$ cat src/rtl/ring_agent_p.sv
// ring_agent_p: slotted-ring node with local receive, inject and pass-through queues.
// Upstream hands over one message per two cycles; the output slot holds until downstream acknowledges.
module ring_agent_p_fifo #(
  parameter int W = 32,
  parameter int D = 4
) (
  input  logic         clk,
  input  logic         rst_n,
  input  logic         push,
  input  logic         pop,
  input  logic [W-1:0] din,
  output logic [W-1:0] dout,
  output logic         full,
  output logic         empty
);
  localparam int AW = D > 1 ? $clog2(D) : 1;
  localparam int CW = $clog2(D + 1);
  localparam logic [AW-1:0] LAST = AW'(D - 1);
  logic [W-1:0] mem [D];
  logic [AW-1:0] rd, wr;
  logic [CW-1:0] cnt;
  logic do_push, do_pop;
  assign full = cnt == CW'(D);
  assign empty = cnt == '0;
  // a push against a full queue is refused even when a pop frees a slot that cycle
  assign do_push = push & ~full;
  assign do_pop = pop & ~empty;
  assign dout = mem[rd];
  always_ff @(posedge clk or negedge rst_n)
    if (!rst_n) begin
      rd <= '0;
      wr <= '0;
      cnt <= '0;
    end else begin
      if (do_push) wr <= wr == LAST ? '0 : wr + 1'b1;
      if (do_pop) rd <= rd == LAST ? '0 : rd + 1'b1;
      cnt <= cnt + CW'(do_push) - CW'(do_pop);
    end
  always_ff @(posedge clk)
    if (do_push) mem[wr] <= din;
endmodule

module ring_agent_p #(
  parameter int MSGW = 160,
  parameter int RXDEPTH = 4,
  parameter int TXDEPTH = 4,
  parameter int FWDDEPTH = 2,
  parameter int MAXHOPS = 16,
  parameter int STARVE = 4,
  parameter int DROP_ON_FULL = 0
) (
  input  logic            clk,
  input  logic            rst_n,
  input  logic            en,
  input  logic [7:0]      localid,
  input  logic [MSGW-1:0] msgin,
  output logic            okout,
  output logic [MSGW-1:0] msgout,
  input  logic            okin,
  input  logic [MSGW-1:0] tx_data,
  input  logic            tx_vld,
  output logic            tx_rdy,
  output logic [MSGW-1:0] rx_data,
  output logic            rx_vld,
  input  logic            rx_rdy,
  output logic            busy,
  output logic [15:0]     drops
);
  logic [MSGW-1:0] fwd_din, fwd_head, tx_head, inj;
  logic [7:0] hop_n;
  logic try_in, is_local, hop_drop, rx_push, fwd_push, drop, acc;
  logic rx_full, rx_empty, fwd_full, fwd_empty, tx_full, tx_empty;
  logic occ, ld, ld_tx, ld_fwd;
  logic [15:0] starve;
  assign hop_n = msgin[23:16] + 8'd1;
  assign try_in = en & (|msgin[31:0]) & ~okout;
  assign is_local = msgin[7:0] == localid;
  assign hop_drop = ~is_local & (hop_n == 8'(MAXHOPS));
  assign rx_push = try_in & is_local & ~rx_full;
  assign fwd_push = try_in & ~is_local & ~hop_drop & ~fwd_full;
  assign drop = try_in & (is_local ? rx_full & (DROP_ON_FULL != 0) : hop_drop);
  assign acc = rx_push | fwd_push | drop;
  assign fwd_din = {msgin[MSGW-1:24], hop_n, msgin[15:0]};
  assign inj = {tx_head[MSGW-1:24], 8'd0, localid, tx_head[7:0]};
  assign occ = |msgout[31:0];
  assign ld = en & (~occ | okin);
  // forward traffic wins until the inject queue has waited STARVE loads
  assign ld_tx = ld & ~tx_empty & (fwd_empty | starve == 16'(STARVE));
  assign ld_fwd = ld & ~fwd_empty & ~ld_tx;
  assign tx_rdy = ~tx_full;
  assign rx_vld = ~rx_empty;
  assign busy = ~fwd_empty | ~tx_empty | occ;
  ring_agent_p_fifo #(.W(MSGW), .D(RXDEPTH)) u_rx (
    .clk(clk), .rst_n(rst_n), .push(rx_push), .pop(rx_rdy), .din(msgin),
    .dout(rx_data), .full(rx_full), .empty(rx_empty));
  ring_agent_p_fifo #(.W(MSGW), .D(FWDDEPTH)) u_fwd (
    .clk(clk), .rst_n(rst_n), .push(fwd_push), .pop(ld_fwd), .din(fwd_din),
    .dout(fwd_head), .full(fwd_full), .empty(fwd_empty));
  ring_agent_p_fifo #(.W(MSGW), .D(TXDEPTH)) u_tx (
    .clk(clk), .rst_n(rst_n), .push(tx_vld), .pop(ld_tx), .din(tx_data),
    .dout(tx_head), .full(tx_full), .empty(tx_empty));
  always_ff @(posedge clk or negedge rst_n)
    if (!rst_n) begin
      okout <= 1'b0;
      msgout <= '0;
      starve <= '0;
      drops <= '0;
    end else begin
      okout <= acc;
      if (drop && drops != 16'hFFFF) drops <= drops + 16'd1;
      if (ld) msgout <= ld_tx ? inj : ld_fwd ? fwd_head : '0;
      if (en) starve <= (tx_empty || ld_tx) ? '0 : ld_fwd ? starve + 16'd1 : starve;
    end
endmodule
$ cat config.mk
export PLATFORM = sky130hd
export DESIGN_NAME = ring_agent_p
export DESIGN_NICKNAME = d
export VERILOG_FILES = /design/src/rtl/ring_agent_p.sv
export SDC_FILE = /design/constraint.sdc
export NUM_CORES = 1
export LEC_CHECK = 0
export CAP_MARGIN = 25
export CORE_UTILIZATION = 53
export CTS_BUF_LIST = sky130_fd_sc_hd__clkbuf_4
export DETAILED_ROUTE_END_ITERATION = 7
export HOLD_SLACK_MARGIN = 0.12
export PLACE_DENSITY = 0.82
export SYNTH_ARGS = -nofsm -noshare
export SYNTH_HDL_FRONTEND = slang
export SYNTH_SLANG_ARGS = --single-unit
$ cat constraint.sdc
create_clock -name clk -period 9.13 [get_ports clk]
set_input_delay 2.2825 -clock clk [delete_from_list [all_inputs] [get_ports clk]]
set_output_delay 2.2825 -clock clk [all_outputs]
set_load 0.005 [all_outputs]
==> impl_metrics.ini, run 1 <==
[power_and_ir_drop]
switching_share = 0.300
cellInternalPower_uw = 17200
switchingPower_uw = 7350
power_frac_clock = 0.271
power_density_nw_per_um2 = 305
seqPwrFrac = 0.437
ir_drop_uv = 249
leakagePower_uw = 0.0286
pwr-share-comb = 0.292

[layout]
nets = 4591
drive_gt1_frac = 0.241
n_fill_cell = 7926
final_area_um2 = 80200
syn2layout_area_growth_pct = 22.0

[place]
port_buffers = 657
place_area_um2 = 74300
hpwl_mm = 97.0
gp_congestion = 0.823

[sta]
finalSetupViolations = 0
drv_slew = 0
min_period_over_period = 0.678
relSlewSlack = 0.265
fin_crit_ns = 6.19
rsz0062_at_grt = false
setup_tns_ns = 0
hold_viol_final = 0
max_clock_freq_ghz = 0.162
worstMarginPinSlew_ns = 1.10
clock-skew-final_ns = 0.148

[logic_synthesis]
yosysUniqueCellTypes = 46
avgSynthCellArea_um2 = 20.3
synthArstFlopShare = 0.121
ys_ff_latch = 1747
synth_top_cells_by_count = 1536 x edfxtp_1, 312 x mux2i_1, 304 x mux4_2, 211 x dfrtp_1, 177 x nor2_1
yosysSeqAreaShare = 0.781
synth_area_um2 = 65800
synth_edf_count = 1536
synth_top_area_frac = 0.701
yosysTopAreaCell = edfxtp_1
synth_nets = 3605
yosysMostFrequentCell = edfxtp_1
synth_top_flop_cell = edfxtp_1
synthTopCellsByArea = edfxtp_1 70%, mux4_2 10%, dfrtp_1 8.0%
synthCells = 3248
synth-warning-count = 0

[worst_setup_path]
critPathTopFamily = simple AND/OR/NAND/NOR gates
crit_buf_inv = 1
r2r-end = msgout[127]
startpoint = msgout[17]
endpoint_kind = output port
r2r_slack_ns = 5.13
r2r_start = u_fwd.cnt[1]
critPathLaunchType = flip-flop
slowest_stage = clkdlybuf4s50_1
crit_chain = nor4_1, nand4_1, nor2_1, nand3_1, clkdlybuf4s50_1
worst_ep_required_time_ns = 6.85
worstPathArrival_ns = 3.91
cp.depth = 5
critPathMaxStageDelay_ns = 0.59
crit_type = flip-flop to output port
rr_worst_depth = 7
critical_path_peak_fanout = 3
critPathCapture = busy

[clock_network]
cts_made_buffers = 439
post-cts-setup-buffers = 0
ctsResizeCount = 0
clock-sinks = 1747
clkTransAtPathRegs_ns = 0.06
cts_tree = yes
hold_buffers = 0
cts-root-buf = clkbuf_4
insertion_delay_ns = 1.41
clock_path_buffers = 4
htreeDepth = 5

[detailed_routing]
viasPerCell = 5.70
drt_first_iter_violations = 3081
vias = 35600
first_pass_iters = 5
wl_mm = 162
antenna_left = 0
remaining_drc_errors = 0
wl_per_cell_um = 25.9

[hold_path]
hp-class = flip-flop to flip-flop

[die]
initial_core_util = 0.537
num_rows = 128
coreArea_um2 = 123000
die_h_um = 354
ios = 674
dieWidth_um = 354
die_area_um2 = 126000

[global_routing]
antenna_found_initial = 58
grt.total_usage = 0.260
grt_start_max_net_pins = 182
overflow = 0
grt_pass1_vias = 38000
grt_pass1_wl_mm = 237

[outcome]
outcome = complete, no violations

[run]
cap_violations = 0
cell type report:
type / instances / area [um^2] / area share
flip-flops and latches: 1747 / 51400 / 0.641
multi-input cells: 1322 / 13700 / 0.171
repair buffers: 703 / 7100 / 0.0884
clock buffers: 697 / 5230 / 0.0652
well taps: 1625 / 2030 / 0.0253
clock inverters: 101 / 537 / 0.00669
diodes: 41 / 103 / 0.00128
inverters: 21 / 78.8 / 0.000982
power groups by stage:
| stage | clock network (uW) | logic (uW) | registers, uW |
|---|---|---|---|
| after floorplan | 0 | 4050 | 10600 |
| after global placement | 0 | 7070 | 10800 |
| after detailed placement | 0 | 7220 | 10900 |
| after CTS | 6770 | 7250 | 10700 |
| after global routing | 7210 | 7620 | 10800 |
| final | 6640 | 7160 | 10700 |
worst min-delay path: stages, from the launching register on:
cell and delay (ns):
dfrtp_1 0.34, nand2_1 0.05, o21ai_0 0.06
registers in the layout, summed over array words and instances, names as in the netlist:
signal and cells:
u_fwd.rd 1, u_tx.wr 2, u_fwd.wr 1, u_rx.cnt 3
u_rx.wr 2, msgout 160, u_fwd.cnt 2, u_tx.rd 2
okout 1, drops 16, u_tx.cnt 3, starve 16
u_rx.mem 640, u_fwd.mem 320, u_rx.rd 2, u_tx.mem 576
cell usage in the layout (no fill, tap or decap), types with 16 or more instances in the layout:
cell type and count:
clkbuf_4 697, nand4_1 16, clkinv_1 76, dfrtp_1 206, mux4_2 304, ha_1 21
nor2_1 176, mux2i_1 312, nor4_1 18, buf_4 33, diode_2 41, xor2_1 29
inv_1 21, xnor2_1 21, o21ai_0 167, clkdlybuf4s50_1 656, nand2_1 171, nand3_1 16
edfxtp_1 1536
kinds of logic (layout without fill, tap and decap cells):
kind of cell | Yosys count | in the layout | synth area share
xor gates and xnor gates | 50 | 50 | 0.00666
DFF | 1747 | 1747 | 0.781
other | 0 | 41 | 0
muxes | 623 | 623 | 0.153
buffers and inverters | 179 | 1522 | 0.0107
AOI/OAI and AO/OA | 177 | 177 | 0.0142
adders and majority gates | 23 | 23 | 0.00460
and+or+nand+nor | 449 | 449 | 0.0297
worst min path at each step:
stage	start	end	slack [ns]	depth (start not counted)
3_3_place_gp	msgout[44]	msgout[44]	0.46	2
6_report	msgout[64]	msgout[64]	0.48	2
2_1_floorplan	u_rx.cnt[2]	u_rx.cnt[2]	0.46	1
3_5_place_dp	msgout[68]	msgout[68]	0.47	2
4_1_cts	msgout[64]	msgout[64]	0.48	2
5_1_grt	msgout[41]	msgout[41]	0.50	2
through the flow:
| stage | utilization | setup slack, ns | total power, uW | hold slack, ns | instances |
|---|---|---|---|---|---|
| 2_1_floorplan | - | 1.02 | 14700 | 0.461 | 3248 |
| 3_3_place_gp | 0.607 | 2.67 | 17900 | 0.460 | 5417 |
| 3_5_place_dp | 0.607 | 2.41 | 18100 | 0.470 | 5417 |
| 4_1_cts | 0.654 | 2.79 | 24700 | 0.484 | 6215 |
| 5_1_grt | 0.655 | 2.70 | 25600 | 0.496 | 6242 |
| 6_report | 0.655 | 2.94 | 24500 | 0.478 | 6257 |
routing by layer:
layer	up-vias	routed length (um)	GRT usage	part of all wire
met4	68	4660	0.103	0.029
met2	1829	78800	0.411	0.49
met1	18100	60200	0.324	0.37
met3	351	17800	0.100	0.11
met5	-	458	0	0.0028
li1	15300	-	-	-
(Power assumes the default switching activity.)
==> run 2, diff against run 1 <==
- clock period: 9.13 -> 5.4 ns (I/O delays scaled with it)
==> run 2 against run 1 <==
Net effect: via count up 2.1%; non-clock buffer count up 78; critical path depth down 2; first-iteration DRC count up 13%; register-to-register slack worse by 3.3 ns; cell area up 0.87%; global-route usage up 0.38 points; hold slack worse by 0.015 ns; largest cell class unchanged.
==> impl_metrics.ini, run 2 (synthesized netlist as in run 1, its figures left out) <==
[run]
cap_violations = 0

[clock_network]
htreeDepth = 5
ctsResizeCount = 0
clock-sinks = 1747
cts_tree = yes
cts_made_buffers = 434
cts-root-buf = clkbuf_4
clock_path_buffers = 4
clkTransAtPathRegs_ns = 0.07
insertion_delay_ns = 1.41

[layout]
final_common_cell = edfxtp_1
layout.cells.most_common_list = 1536 x edfxtp_1, 686 x clkbuf_4, 656 x clkdlybuf4s50_1, 312 x mux2i_1, 304 x mux4_2
multiInputGateArea_um2 = 13700
largest_register_ffs = 640
nets = 4664
final_area_um2 = 80900
n_fill_cell = 7860
regMostFlops = u_rx.mem
syn2layout_area_growth_pct = 23.0
drive_gt1_frac = 0.251
top_regs = u_rx.mem: 640 flops, u_tx.mem: 576 flops, u_fwd.mem: 320 flops
seq_area_um2 = 51400

[worst_setup_path]
endpoint_kind = output port
worstPathArrival_ns = 3.83
critPathMaxStageDelay_ns = 0.97
crit_chain = buf_4, mux4_2, clkdlybuf4s50_1
worst_ep_required_time_ns = 4.05
crit_type = flip-flop to output port
crit_buf_inv = 2
critPathLaunchType = flip-flop
critical_path_peak_fanout = 34
r2r_slack_ns = 1.88
slowest_stage = dfrtp_4
critPathTopFamily = flip-flops

[sta]
fin_crit_ns = 5.18
drv_slew = 0
worstMarginPinSlew_ns = 1.08
setup_ws_ns = 0.222
finalSetupViolations = 0
relSlewSlack = 0.281
rsz0062_at_grt = false
clock-skew-final_ns = 0.148
max_clock_freq_ghz = 0.193
hold_viol_final = 0
min_period_over_period = 0.959

[outcome]
outcome = complete, no violations

[detailed_routing]
antenna_left = 0
vias = 36400
remaining_drc_errors = 0
viasPerCell = 5.77
wl_mm = 164
wl_per_cell_um = 26.1
drt_first_iter_violations = 3487
first_pass_iters = 6

[power_and_ir_drop]
ir_drop_uv = 541
p_total_uw = 41800
switchingPower_uw = 12600
leakagePower_uw = 0.0290
power_frac_clock = 0.265
pwr-share-comb = 0.300
switching_share = 0.303
seqPwrFrac = 0.435
power_density_nw_per_um2 = 516
cellInternalPower_uw = 29100

[global_routing]
antenna_found_initial = 37
overflow = 0
grt.total_usage = 0.263
grt_pass1_wl_mm = 241
grt_pass1_vias = 37800
grt_start_max_net_pins = 172

[place]
gp_congestion = 0.852
port_buffers = 657
hpwl_mm = 103
place_area_um2 = 75200
dp_slack_ns = 0.517

[die]
die_h_um = 354
initial_core_util = 0.537
die_area_um2 = 126000
coreArea_um2 = 123000
dieWidth_um = 354
ios = 674
num_rows = 128

[hold_path]
hp-class = flip-flop to flip-flop
[run 2: cell count changes in the layout (fill, tap and decap cells not counted), sizes merged]
cell and change:
buf +77, diode -20, clkbuf -11, clkinv +6
inv -4, bufinv -1, clkinvlp -1, dlygate4sd3 +1
[run 2: layer usage]
layer / vias up / GRT usage / share of wire
met5: - / 0 / 0.0020
li1: 15400 / - / -
met2: 2012 / 0.414 / 0.48
met4: 48 / 0.0981 / 0.030
met1: 18600 / 0.346 / 0.38
met3: 356 / 0.0849 / 0.10
[run 2: worst paths after layout]
kind,end,cells past startpoint,start
worst max-delay path,rx_data[124],3,u_rx.rd[0]
worst min-delay path,msgout[18],2,u_fwd.mem[0][18]
worst max register to register,u_fwd.cnt[1],11,msgout[25]
worst min register to register,msgout[18],2,u_fwd.mem[0][18]
max in group asynchronous,msgout[2],3,rst_n
min in group asynchronous,msgout[84],2,rst_n
[run 2: stage by stage]
step | std cells | TNS, ns | utilization | hold slack [ns]
after floorplan | 3248 | -1.51 | - | 0.461
after global placement | 5494 | 0 | 0.614 | 0.461
after detailed placement | 5495 | 0 | 0.614 | 0.470
final | 6304 | 0 | 0.661 | 0.463
after CTS | 6283 | 0 | 0.660 | 0.411
after global routing | 6297 | 0 | 0.660 | 0.462
[run 2: area by class of cell]
type	instances	share of cell area
flip-flops and latches	1747	0.635
clock buffers	686	0.0636
clock inverters	101	0.00623
well taps	1625	0.0251
repair buffers	781	0.0983
diodes	21	0.000649
multi-input cells	1322	0.170
inverters	21	0.000974
[run 2: power by group through the flow]
stage | Combinational (uW) | Clock (uW) | Sequential, uW
after floorplan | 6850 | 0 | 17900
after global placement | 12300 | 0 | 18300
after detailed placement | 12600 | 0 | 18400
after CTS | 12700 | 11300 | 18200
after global routing | 13300 | 12000 | 18300
final | 12500 | 11100 | 18200
[run 2: worst register-to-register path: stages, from the launching register on]
cell and delay, ns:
dfrtp_1 0.42, nor4_1 0.43, nand4_1 0.38, nor2_1 0.37, o21ai_4 0.23, or3b_2 0.68
inv_1 0.12, ha_1 0.24, inv_1 0.08, ha_1 0.17, xnor2_1 0.13, xnor2_1 0.14
[run 2: timing repair]
action,in CTS,in global routing
hold buffers,1,0
hold endpoints to repair,89,0
setup buffers,0,0
